### config.mk
export PLATFORM = sky130hd
export DESIGN_NAME = button_select_ctrl
export DESIGN_NICKNAME = d
export VERILOG_FILES = /design/src/rtl/fourdigit_pkg.sv /design/src/rtl/debounce_filter.sv /design/src/rtl/button_select_ctrl.sv
export SDC_FILE = /design/constraint.sdc
export NUM_CORES = 1
export LEC_CHECK = 0
export ABC_CLOCK_PERIOD_IN_PS = 6500
export CAP_MARGIN = 10
export CELL_PAD_IN_SITES_DETAIL_PLACEMENT = 0
export CELL_PAD_IN_SITES_GLOBAL_PLACEMENT = 2
export CORE_ASPECT_RATIO = 0.9
export CORE_MARGIN = 10
export CORE_UTILIZATION = 43
export CTS_CLUSTER_DIAMETER = 60
export DETAILED_ROUTE_END_ITERATION = 10
export PLACE_DENSITY_LB_ADDON = 0.1
export SYNTH_ARGS = -nofsm -noshare
export SYNTH_HDL_FRONTEND = slang
export SYNTH_SLANG_ARGS = --single-unit
### constraint.sdc
create_clock -name CLK -period 6.5 [get_ports CLK]
set_clock_uncertainty 0.15 [all_clocks]
set_input_delay 1.625 -clock CLK [delete_from_list [all_inputs] [get_ports CLK]]
set_output_delay 1.625 -clock CLK [all_outputs]
set_load 0.02 [all_outputs]
### src/rtl/fourdigit_pkg.sv
// Shared types and constants for the four-digit adder board front end.
package fourdigit_pkg;

  localparam int DEFAULT_DEBOUNCE_CYCLES = 1_000_000;

  typedef enum logic {
    SHOW_OPERANDS = 1'b0,
    SHOW_RESULT   = 1'b1
  } sel_state_t;

  // Right press wins when both buttons fire in the same cycle.
  function automatic sel_state_t sel_next(input sel_state_t cur, input logic left, input logic right);
    sel_state_t nxt;
    nxt = cur;
    if (right) begin
      nxt = SHOW_RESULT;
    end else if (left) begin
      nxt = SHOW_OPERANDS;
    end
    return nxt;
  endfunction

endpackage

### src/rtl/debounce_filter.sv
// One button: 2-flop synchroniser, stability counter, and registered rising-edge pulse.
import fourdigit_pkg::*;

module debounce_filter #(
  parameter int DEBOUNCE_CYCLES = DEFAULT_DEBOUNCE_CYCLES,
  parameter int CNT_W           = $clog2(DEBOUNCE_CYCLES)
) (
  input  logic i_clk,
  input  logic i_rst_n,
  input  logic i_raw,
  output logic o_pulse
);

  localparam logic [CNT_W-1:0] CNT_LAST = CNT_W'(DEBOUNCE_CYCLES - 1);

  logic             r_sync1;
  logic             r_sync2;
  logic             r_stable;
  logic             r_stable_d;
  logic             r_pulse;
  logic [CNT_W-1:0] r_cnt;

  always_ff @(posedge i_clk or negedge i_rst_n) begin
    if (!i_rst_n) begin
      r_sync1    <= 1'b0;
      r_sync2    <= 1'b0;
      r_stable   <= 1'b0;
      r_stable_d <= 1'b0;
      r_pulse    <= 1'b0;
      r_cnt      <= '0;
    end else begin
      r_sync1 <= i_raw;
      r_sync2 <= r_sync1;
      // Any sample matching the accepted level restarts the qualification run.
      if (r_sync2 != r_stable) begin
        if (r_cnt == CNT_LAST) begin
          r_stable <= r_sync2;
          r_cnt    <= '0;
        end else begin
          r_cnt <= r_cnt + 1'b1;
        end
      end else begin
        r_cnt <= '0;
      end
      r_stable_d <= r_stable;
      r_pulse    <= r_stable & ~r_stable_d;
    end
  end

  assign o_pulse = r_pulse;

endmodule

### src/rtl/button_select_ctrl.sv
// Button front end: debounced press strobes and the operand/result display selector.
import fourdigit_pkg::*;

module button_select_ctrl #(
  parameter int DEBOUNCE_CYCLES = DEFAULT_DEBOUNCE_CYCLES,
  parameter int CNT_W           = $clog2(DEBOUNCE_CYCLES)
) (
  input  logic CLK,
  input  logic RST_n,
  input  logic Button_left,
  input  logic Button_right,
  output logic display_switch,
  output logic left_pulse,
  output logic right_pulse
);

  logic       w_left_pulse;
  logic       w_right_pulse;
  logic       r_left_pulse;
  logic       r_right_pulse;
  sel_state_t r_state;
  sel_state_t w_state_next;

  debounce_filter #(
    .DEBOUNCE_CYCLES(DEBOUNCE_CYCLES),
    .CNT_W          (CNT_W)
  ) u_left (
    .i_clk  (CLK),
    .i_rst_n(RST_n),
    .i_raw  (Button_left),
    .o_pulse(w_left_pulse)
  );

  debounce_filter #(
    .DEBOUNCE_CYCLES(DEBOUNCE_CYCLES),
    .CNT_W          (CNT_W)
  ) u_right (
    .i_clk  (CLK),
    .i_rst_n(RST_n),
    .i_raw  (Button_right),
    .o_pulse(w_right_pulse)
  );

  // Output strobes are registered here; the FSM reacts to the registered copies.
  always_ff @(posedge CLK or negedge RST_n) begin
    if (!RST_n) begin
      r_left_pulse  <= 1'b0;
      r_right_pulse <= 1'b0;
      r_state       <= SHOW_OPERANDS;
    end else begin
      r_left_pulse  <= w_left_pulse;
      r_right_pulse <= w_right_pulse;
      r_state       <= w_state_next;
    end
  end

  always_comb begin
    w_state_next = r_state;
    w_state_next = sel_next(r_state, r_left_pulse, r_right_pulse);
  end

  assign display_switch = (r_state == SHOW_RESULT);
  assign left_pulse     = r_left_pulse;
  assign right_pulse    = r_right_pulse;

endmodule

==> flow_summary.rst <==
.. list-table::
   :header-rows: 1

   * - Metric
     - Value
   * - Result of the run
     - finished clean
   * - WL per Instance
     - 14.1 um
   * - Maximum number of pins on one net before global-route repair
     - 54
   * - Total of max-cap violations
     - 0
   * - Unrepaired setup endpoints after global routing
     - false
   * - Die Width
     - 99.2 um
   * - CTS tree
     - yes
   * - Total wire length
     - 4330 um
   * - Hold bufs inserted after CTS
     - 0
   * - Crit path max-delay family
     - buffers and inverters
   * - Total inserted antenna cells
     - 0
   * - Count of buffers added by post-CTS timing repair for setup
     - 0
   * - Total Nets Final
     - 246
   * - Total number of yosys warnings
     - 0
   * - CTS Buffer Depth
     - 2
   * - Wire length of the first global-routing pass
     - 7620 um
   * - Element type at the critical path end
     - output pin
   * - Number of clock buffers inserted by TritonCTS
     - 5
   * - Drt via density
     - 5.47
   * - Clock latency of the later-clocked register in the worst-skew pair
     - 0.31 ns
   * - Leakage
     - 1.09 nW
   * - Most frequent cells in the layout
     - dfrtp_1 (53), nor2_1 (24), nand3_1 (17), a21oi_1 (16)
   * - Area of the mapped netlist
     - 2430 um^2
   * - Clock slew at the register clock pins of the worst setup and hold paths
     - 0.09 ns
   * - Final Hold Fails
     - 0
   * - Worst-margin pin slew
     - 0.663 ns
   * - Post-CTS resize count
     - 0
   * - Vias in the first global route
     - 1,646
   * - Number of non-filler instances in the completed layout
     - 308
   * - Port bufs
     - 6
   * - Final setup violation count
     - 0
   * - Remaining DRCs
     - 0
   * - Top Ports
     - 7
   * - Leading cell type in the layout, fill and taps excluded
     - dfrtp_1
   * - Data arrival time at the worst-slack endpoint
     - 1.26 ns
   * - Gpl congestion
     - 0.754
   * - Drt pass-1 iters
     - 5
   * - Part of the total power dissipated in combinational logic
     - 3.4%
   * - Remaining global-route overflow
     - 0
   * - Number of standard cells after synthesis
     - 233
   * - Post-DP HPWL
     - 2950 um
   * - Post-synth top area cell
     - dfrtp_1
   * - Category of the worst setup path launch point
     - flop
   * - Initial antenna violation count
     - 0
   * - Power density relative to cell area
     - 212 nW/um^2
   * - First-iteration detailed-routing DRC count
     - 70
   * - Height of the die
     - 91.3 um
   * - Area of combinational cells with multiple inputs
     - 1020 um^2
   * - Top post-synthesis cells by area
     - dfrtp_1 (55%), xor2_1 (4.3%), nor2_1 (3.7%), or4_1 (3.7%), nand3_1 (3.5%)
   * - Critical Path, Cell by Cell
     - clkdlybuf4s50_1
   * - Worst min-delay path category
     - reg2reg
   * - Number of buffers and inverters on the critical path
     - 1
   * - Power share of the clock group
     - 36.3%
   * - F_max
     - 0.329 GHz
   * - Count of standard-cell rows
     - 25
   * - Final Cycle Share
     - 46.8%
   * - Critical path's slowest cell
     - clkdlybuf4s50_1
   * - Cell internal power dissipation
     - 0.436 mW
   * - Die Outline Area
     - 9060 um^2
   * - Core footprint
     - 5350 um^2
   * - Clk Tree Root Cell
     - clkbuf_8
   * - Largest stage delay on the critical path
     - 0.60 ns
   * - Share of synthesized area occupied by flip-flops and latches
     - 54.6%
   * - Req. time, crit path
     - 4.72 ns
   * - Tmin final
     - 3.04 ns
   * - Routed via count
     - 1,686
   * - Total negative slack for setup checks
     - 0 ns
   * - Sequential cell area
     - 1330 um^2
   * - Relative contribution of sequential cells to total power
     - 60.4%
   * - Critical Path Fanout Max
     - 2
   * - Effective utilization at floorplan
     - 45.4%
   * - Net switching share of the total power
     - 22.1%
   * - Psw
     - 0.124 mW
   * - Critical path type
     - reg2out
   * - Yosys cell types
     - 31
   * - Normalized max-slew margin
     - 55.8%
   * - Filler cell count in the final layout
     - 503
   * - Flip-flop and latch count after synthesis
     - 53
   * - Avg Inst Size Synth
     - 10.4 um^2
   * - Clock sink count
     - 53
   * - Cell count after placement
     - 300
   * - Mapped Nets
     - 239
   * - Share of cells above drive strength 1
     - 8.71%
   * - Area added between synthesis and finish
     - 8.40%
   * - Largest vdd supply drop
     - 148 uV
   * - Proportion of netlist area held by the largest area contributor
     - 54.6%
   * - Global-route usage over all layers
     - 9.98%
   * - Number of H-tree levels
     - 2
   * - Residual antenna-violating net count after detailed routing
     - 0
   * - Number of max-slew violations in the final report
     - 0
-- worst paths after layout --
path                                            startpoint                          to  slack (ns)  depth (start not counted)
worst min-delay path              u_left.r_sync1$_DFF_PN0_    u_left.r_sync2$_DFF_PN0_        0.20                          0
worst max-delay path            display_switch$_DFFE_PN0P_              display_switch        3.46                          1
worst min register to register    u_left.r_sync1$_DFF_PN0_    u_left.r_sync2$_DFF_PN0_        0.20                          0
max in group asynchronous                            RST_n  u_right.r_cnt[3]$_DFF_PN0_        4.48                          2
min in group asynchronous                            RST_n  u_left.r_cnt[15]$_DFF_PN0_        1.28                          2
worst max register to register   u_left.r_cnt[8]$_DFF_PN0_   u_left.r_cnt[9]$_DFF_PN0_        4.13                          4
-- flip-flops by register name, indices dropped and copies added (netlist names) --
name and count:
u_right.o_pulse 1, u_right.r_cnt 20, display_switch 1, u_right.r_sync1 1, u_left.r_stable 1, u_left.r_sync2 1, u_left.r_stable_d 1, u_left.o_pulse 1
u_left.r_sync1 1, u_right.r_sync2 1, left_pulse 1, right_pulse 1, u_right.r_stable_d 1, u_left.r_cnt 20, u_right.r_stable 1
-- Yosys cell counts --
| cell type | instances |
|---|---|
| nor2_1 | 24 |
| buf_6 | 2 |
| or2_2 | 1 |
| buf_2 | 2 |
| nor4_1 | 2 |
| or3_1 | 10 |
| or4b_1 | 1 |
| a21o_1 | 1 |
| inv_1 | 10 |
| or4_1 | 12 |
| and2_1 | 4 |
| o31ai_1 | 6 |
| nand3_1 | 17 |
| xor2_1 | 12 |
| xnor2_1 | 9 |
| ha_1 | 2 |
| dfrtp_1 | 53 |
| or4_4 | 3 |
| clkbuf_1 | 3 |
| and3_1 | 4 |
| a21oi_1 | 16 |
| nand2b_1 | 1 |
| o21ai_0 | 11 |
| nand3_2 | 2 |
| o21ai_4 | 2 |
| mux2_2 | 2 |
| nor3_1 | 3 |
| a21oi_2 | 1 |
| nand2_1 | 11 |
| nand4_1 | 4 |
| nor2b_1 | 2 |
-- layer usage --
metal / part of all wire, % / track usage (%)
met5: 0 / 0
met4: 1.2 / 3.22
met3: 4.2 / 2.73
met2: 44 / 14.9
met1: 51 / 13.5
-- power by group through the flow --
stage | Combinational (mW) | Clock [mW] | Sequential [mW]
after floorplan | 0.0100 | 0 | 0.343
after global placement | 0.0191 | 0 | 0.344
after detailed placement | 0.0194 | 0 | 0.344
after CTS | 0.0196 | 0.212 | 0.338
after global routing | 0.0224 | 0.222 | 0.338
final | 0.0189 | 0.203 | 0.337
-- area by class of cell --
class	count	share of cell area (%)
Tap cell	67	3.18
Clock inverter	1	0.190
Sequential cell	53	50.4
Multi-Input combinational cell	163	38.8
Timing Repair Buffer	7	2.38
Inverter	10	1.43
Clock buffer	7	3.66
-- logic make-up (layout without fill, tap and decap cells) --
group	after synthesis	count (layout)	share of synthesized area, %
DFF	53	53	54.6
and+or+nand+nor	101	101	23.1
buffers and inverters	17	25	3.35
xor gates and xnor gates	21	21	7.57
adders and majority gates	2	2	1.03
AOI/OAI and AO/OA	37	37	9.43
muxes	2	2	0.927
-- per-stage QoR --
| step | power, mW | worst slack (ns) | cell area [um^2] | hold slack [ns] | util [%] |
|---|---|---|---|---|---|
| 5_1_grt | 0.582 | 3.41 | 2630 | 0.226 | 49.2 |
| 3_3_place_gp | 0.363 | 3.79 | 2530 | 0.183 | 47.3 |
| 6_report | 0.559 | 3.46 | 2630 | 0.205 | 49.2 |
| 4_1_cts | 0.569 | 3.44 | 2630 | 0.207 | 49.2 |
| 3_5_place_dp | 0.364 | 3.79 | 2530 | 0.185 | 47.3 |
| 2_1_floorplan | 0.353 | 4.30 | 2430 | 0.181 | - |
(Power assumes the default switching activity.)
